===== config.mk =====
export PLATFORM = sky130hd
export DESIGN_NAME = dmem_arbiter
export DESIGN_NICKNAME = d
export VERILOG_FILES = /design/src/rtl/dmem_arbiter.sv
export SDC_FILE = /design/constraint.sdc
export NUM_CORES = 1
export LEC_CHECK = 0
export ABC_CLOCK_PERIOD_IN_PS = 3600
export BUFFER_PORTS_ARGS = -buffer_cell sky130_fd_sc_hd__buf_2
export CAP_MARGIN = 10
export CELL_PAD_IN_SITES_DETAIL_PLACEMENT = 0
export CELL_PAD_IN_SITES_GLOBAL_PLACEMENT = 2
export CORE_UTILIZATION = 28
export DETAILED_ROUTE_END_ITERATION = 12
export PLACE_DENSITY_LB_ADDON = 0.15
export SKIP_LAST_GASP = 1
export SYNTH_ARGS = -nofsm -noshare
export SYNTH_HDL_FRONTEND = slang
export SYNTH_SLANG_ARGS = --single-unit

===== constraint.sdc =====
create_clock -name clk -period 3.6 [get_ports clk]
set_input_delay 0.18 -clock clk [delete_from_list [all_inputs] [get_ports clk]]
set_output_delay 0.18 -clock clk [all_outputs]
set_load 0.05 [all_outputs]

===== src/rtl/dmem_arbiter.sv =====
// Round-robin arbiter and access sequencer for the shared data RAM port.
// Handles sized/extended loads, read-modify-write sub-word stores and access errors.
module dmem_arbiter #(
  parameter int unsigned ADDRESS_WIDTH = 32,
  parameter logic [ADDRESS_WIDTH-1:0] RAM_BASE = ADDRESS_WIDTH'(32'h0000_1000),
  parameter logic [ADDRESS_WIDTH-1:0] RAM_TOP  = ADDRESS_WIDTH'(32'h0000_1FFF)
) (
  input  logic                     clk,
  input  logic                     rst_n,
  input  logic                     req0_valid,
  output logic                     req0_ready,
  input  logic                     req0_we,
  input  logic [1:0]               req0_size,
  input  logic                     req0_uns,
  input  logic [ADDRESS_WIDTH-1:0] req0_addr,
  input  logic [31:0]              req0_wdata,
  output logic                     rsp0_valid,
  output logic [31:0]              rsp0_rdata,
  output logic                     rsp0_err,
  input  logic                     req1_valid,
  output logic                     req1_ready,
  input  logic                     req1_we,
  input  logic [1:0]               req1_size,
  input  logic                     req1_uns,
  input  logic [ADDRESS_WIDTH-1:0] req1_addr,
  input  logic [31:0]              req1_wdata,
  output logic                     rsp1_valid,
  output logic [31:0]              rsp1_rdata,
  output logic                     rsp1_err,
  output logic                     ram_we,
  output logic [ADDRESS_WIDTH-1:0] ram_addr,
  output logic [31:0]              ram_wdata,
  input  logic [31:0]              ram_rdata
);

  localparam int unsigned EW = ADDRESS_WIDTH + 1;

  typedef enum logic [1:0] {IDLE, ACCESS, WRITE, RESP} state_t;

  state_t                   state_q, state_d;
  logic                     last_grant_q, grant_q;
  logic                     we_q, uns_q, err_q;
  logic [1:0]               size_q;
  logic [ADDRESS_WIDTH-1:0] addr_q;
  logic [31:0]              wdata_q, merge_q, rdata_q;

  logic                     any_valid_c, grant_c, accept_c, err_c;
  logic [EW-1:0]            last_c;
  logic [31:0]              load_c;

  assign any_valid_c = req0_valid | req1_valid;
  // Under contention the requester that did not win last time gets the port.
  assign grant_c     = (req0_valid & req1_valid) ? ~last_grant_q : req1_valid;
  assign accept_c    = (state_q == IDLE) & any_valid_c;
  assign ram_addr    = addr_q;

  // Alignment, size and window check on the latched request.
  always_comb begin
    last_c = {1'b0, addr_q};
    if (size_q == 2'b10)      last_c = {1'b0, addr_q} + EW'(3);
    else if (size_q == 2'b01) last_c = {1'b0, addr_q} + EW'(1);
    err_c = (size_q == 2'b11)
          | ((size_q == 2'b01) & addr_q[0])
          | ((size_q == 2'b10) & (addr_q[1:0] != 2'b00))
          | (addr_q < RAM_BASE)
          | (last_c > {1'b0, RAM_TOP});
  end

  always_comb begin
    case (size_q)
      2'b00:   load_c = uns_q ? {24'h0, ram_rdata[7:0]}  : {{24{ram_rdata[7]}},  ram_rdata[7:0]};
      2'b01:   load_c = uns_q ? {16'h0, ram_rdata[15:0]} : {{16{ram_rdata[15]}}, ram_rdata[15:0]};
      default: load_c = ram_rdata;
    endcase
  end

  always_ff @(posedge clk or negedge rst_n) begin
    if (!rst_n) state_q <= IDLE;
    else        state_q <= state_d;
  end

  always_comb begin
    state_d = state_q;
    case (state_q)
      IDLE:    if (any_valid_c) state_d = ACCESS;
      ACCESS:  state_d = (!err_c && we_q && size_q != 2'b10) ? WRITE : RESP;
      WRITE:   state_d = RESP;
      RESP:    state_d = IDLE;
      default: state_d = IDLE;
    endcase
  end

  always_comb begin
    req0_ready = 1'b0;
    req1_ready = 1'b0;
    ram_we     = 1'b0;
    ram_wdata  = 32'h0;
    rsp0_valid = 1'b0;
    rsp0_rdata = 32'h0;
    rsp0_err   = 1'b0;
    rsp1_valid = 1'b0;
    rsp1_rdata = 32'h0;
    rsp1_err   = 1'b0;
    case (state_q)
      IDLE: begin
        req0_ready = accept_c & ~grant_c;
        req1_ready = accept_c & grant_c;
      end
      ACCESS: begin
        if (!err_c && we_q && size_q == 2'b10) begin
          ram_we    = 1'b1;
          ram_wdata = wdata_q;
        end
      end
      WRITE: begin
        // Merge uses the registered read word, never the live RAM output.
        ram_we    = 1'b1;
        ram_wdata = (size_q == 2'b00) ? {merge_q[31:8], wdata_q[7:0]}
                                      : {merge_q[31:16], wdata_q[15:0]};
      end
      RESP: begin
        if (grant_q) begin
          rsp1_valid = 1'b1;
          rsp1_rdata = rdata_q;
          rsp1_err   = err_q;
        end else begin
          rsp0_valid = 1'b1;
          rsp0_rdata = rdata_q;
          rsp0_err   = err_q;
        end
      end
      default: ;
    endcase
  end

  // Request latch on grant, result capture in ACCESS.
  always_ff @(posedge clk or negedge rst_n) begin
    if (!rst_n) begin
      last_grant_q <= 1'b1;
      grant_q      <= 1'b0;
      we_q         <= 1'b0;
      uns_q        <= 1'b0;
      size_q       <= 2'b00;
      addr_q       <= '0;
      wdata_q      <= 32'h0;
      merge_q      <= 32'h0;
      rdata_q      <= 32'h0;
      err_q        <= 1'b0;
    end else begin
      if (accept_c) begin
        last_grant_q <= grant_c;
        grant_q      <= grant_c;
        we_q         <= grant_c ? req1_we    : req0_we;
        uns_q        <= grant_c ? req1_uns   : req0_uns;
        size_q       <= grant_c ? req1_size  : req0_size;
        addr_q       <= grant_c ? req1_addr  : req0_addr;
        wdata_q      <= grant_c ? req1_wdata : req0_wdata;
      end
      if (state_q == ACCESS) begin
        err_q   <= err_c;
        rdata_q <= (err_c || we_q) ? 32'h0 : load_c;
        merge_q <= ram_rdata;
      end
    end
  end

endmodule


==> impl_metrics.tcl <==
set metrics [dict create \
    grt_pass1_wl_um 43200 \
    core-area_um2 24200 \
    syn_area_per_cell_um2 10.3 \
    holdPathEnd "ram_addr[27]" \
    ios 307 \
    grt_max_degree 95 \
    ys_seq_area_share_pct 46.9 \
    fin_area_um2 10900 \
    setup_violations 0 \
    r2r_slack_ns 0.72 \
    syn_nets 848 \
    synthCells 669 \
    rows 57 \
    hp-class "in -> reg" \
    gp_congestion 0.787 \
    synthMuxAreaShare_pct 4.36 \
    required_ns 3.42 \
    run_status "completed" \
    cts_buffers 17 \
    reg2regPathDepth 8 \
    cap_violations 0 \
    synth_fa_ha_area_share_pct 1.27 \
    yosys.area_share.simple_pct 14.8 \
    drcViolationCount 0 \
    post-route-min-period_ns 3.40 \
    async_flop_share_pct 100 \
    ctsHtreeMaxLevel 4 \
    drt_iter0_drc 679 \
    r2r_start "state_q[0]" \
    synth_top_family_by_area "compound AO/OA/AOI/OAI gates" \
    wl_per_cell_um 19.5 \
    nets 1273 \
    post_dp_cell_area_um2 8850 \
    stdcell_count 1433 \
    relSlewSlack_pct 32.8 \
    synth-edff-count 0 \
    rr_endpoint "ram_addr[2]" \
    initial_core_util_pct 28.4 \
    cp_max_fo 33 \
    period_share_pct 94.5 \
    min_path_cells 3 \
    synth_compound_area_share_pct 23.5 \
    vdd_drop_max_mv 0.439 \
    syn_area_um2 6890 \
    cp-end-kind "primary output" \
    min_from "req1_addr[27]" \
    final_layout_size_suffix_gt1_share_pct 37.9 \
    drt-vias-per-instance 5.07 \
    critical_path.cell_chain "ha_1, and3b_1, or2_4, and4_1, a2111oi_1, and4b_1, and4_1, buf_12, o21a_1, buf_2" \
    crit_arrival_ns 3.22 \
    leakage_nw 5.72 \
    tightest_slew_ns 1.00 \
    grt_setup_unrepaired "no" \
    yosys_warnings 0 \
    cpPeakStageDelay_ns 0.45 \
    vias 7260 \
    fin_skew_ns 0.00898 \
    portBuffers 306 \
    worstSetupPathType "reg -> out" \
    clk_pin_slew_ns 0.06 \
    clock.fmax_ghz 0.294 \
    die_area_um2 25200 \
    clockBufferDepth 2 \
    cts_tree "done" \
    cts_root_buffer "clkbuf_16" \
    ys_types 58 \
    grt_overflow 0 \
    hold_violations 0 \
    clock_latency_ns 0.42 \
    dp.cells 1263 \
    slew_violations 0 \
    ys_ff_latch 129 \
    worst_path_max_delay_cell "dfrtp_1" \
    antenna_found_initial 3 \
    synthXorXnorAreaFrac_pct 0.890 \
    syn_to_final_growth_pct 58.0 \
    clkSinkCount 129 \
    fill_cells 2444 \
    wirelength_um 27900 \
    setup_tns_ns 0 \
    dr.pass1.iters 9 \
    worst_path_most_repeated_cell "and4_1" \
    mostFrequentLayoutCells "299 x buf_2, 133 x dlygate4sd3_1, 123 x dfrtp_1" \
    globalRouteTotalUtil_pct 22.2 \
    ant_nets 0 \
    dieWidth_um 159 \
    critPathLaunchType "register" \
    power_density_nw_per_um2 839 \
    grt_pass1_vias 7289 \
    hpwl_um 19300 \
    layout_commonest_cell "buf_2" \
    die_h_um 159 \
    synth_ff_type "dfrtp_1" \
]
## power breakdown
part | switching, mW | internal, mW
logic | 2.78 | 1.89
registers | 0.732 | 2.00
clock network | 0.735 | 0.996
## repair_timing
| item | in CTS | in global routing |
|---|---|---|
| gates cloned | 0 | 1 |
| gates resized for setup | 3 | 21 |
| setup buffers | 0 | 2 |
| setup endpoints to repair | 33 | 33 |
| hold buffers | 133 | 0 |
| endpoints found under the hold margin | 164 | 0 |
| pin swaps | 0 | 4 |
## area by class of cell
cell class	instances	area [um^2]	share of cell area, %
inverters	86	323	2.96
flip-flops and latches	129	3240	29.7
repair buffers	463	3130	28.7
clock buffers	19	443	4.07
diodes	2	5.00	0.0460
multi-input cells	397	3210	29.5
clock inverters	13	139	1.28
well taps	324	405	3.72
## kinds of logic (layout without fill, tap and decap cells)
family	Yosys count	count (layout)
AO/OA/AOI/OAI	193	193
AND/OR/NAND/NOR	162	163
buffers and inverters	144	581
flip-flops	129	129
multiplexers	27	27
adder cells (fa/ha/maj)	7	7
XOR/XNOR	7	7
other	0	2
## cells in the mapped netlist, types with 7 or more instances
master,instances,share of area [%]
o2bb2ai_1,32,4.1
nand4_1,9,0.82
nand2_1,13,0.71
ha_1,7,1.3
nand3_1,10,0.73
clkbuf_1,46,2.5
a21oi_1,29,2.1
dfrtp_1,128,46
and2_1,37,3.4
nor3_1,7,0.51
a222oi_1,68,9.9
inv_1,86,4.7
a22o_1,24,3.1
nor4_1,8,0.73
nor2_1,9,0.49
and3_1,39,3.5
a21o_1,10,1.1
o21a_1,9,0.98
mux2_2,24,3.9
## how the worst max path moves through the flow
stage | startpoint | to | slack, ns | depth (start not counted)
final | ram_addr[0] | ram_wdata[3] | 0.20 | 10
after detailed placement | ram_addr[9] | ram_wdata[24] | 0.34 | 10
after global placement | ram_addr[0] | ram_wdata[31] | 0.40 | 11
after floorplan | ram_addr[0] | ram_wdata[16] | 0.40 | 12
after global routing | ram_addr[0] | ram_wdata[20] | 0.01 | 10
after CTS | ram_addr[9] | ram_wdata[24] | 0.03 | 10
## critical path: cells and delay by family (launching register included)
| family | cells | cell delay, ns |
|---|---|---|
| buffers and inverters | 2 | 0.46 |
| and+or+nand+nor | 5 | 1.19 |
| adders and majority gates | 1 | 0.22 |
| DFF | 1 | 0.45 |
| AOI/OAI and AO/OA | 2 | 0.44 |
## per-stage QoR
stage	total power [mW]	utilization (%)	hold slack, ns	worst slack (ns)
2_1_floorplan	5.31	-	-0.116	0.395
3_3_place_gp	6.71	36.5	0.360	0.396
3_5_place_dp	6.66	36.5	0.357	0.339
4_1_cts	9.10	44.4	0.0000875	0.0348
5_1_grt	9.69	44.9	0.00878	0.0125
6_report	9.14	44.9	0.0132	0.199
## flip-flops by register name, summed over array words and instances (netlist names)
signal        count
wdata_q          32
last_grant_q      1
size_q            2
uns_q             1
grant_q           1
rdata_q          32
state_q           2
we_q              1
merge_q          24
ram_addr         32
err_q             1
## per-layer routing
metal / share of wire (%) / up-vias / routed length [um] / GRT usage, %
li1: - / 3385 / - / -
met1: 46 / 3536 / 12800 / 30.8
met2: 46 / 310 / 12700 / 33.6
met3: 7.1 / 27 / 1990 / 5.64
met4: 1.2 / 2 / 325 / 6.73
met5: 0.047 / - / 13 / 0
Note: power is estimated with default switching activity, not from simulation.
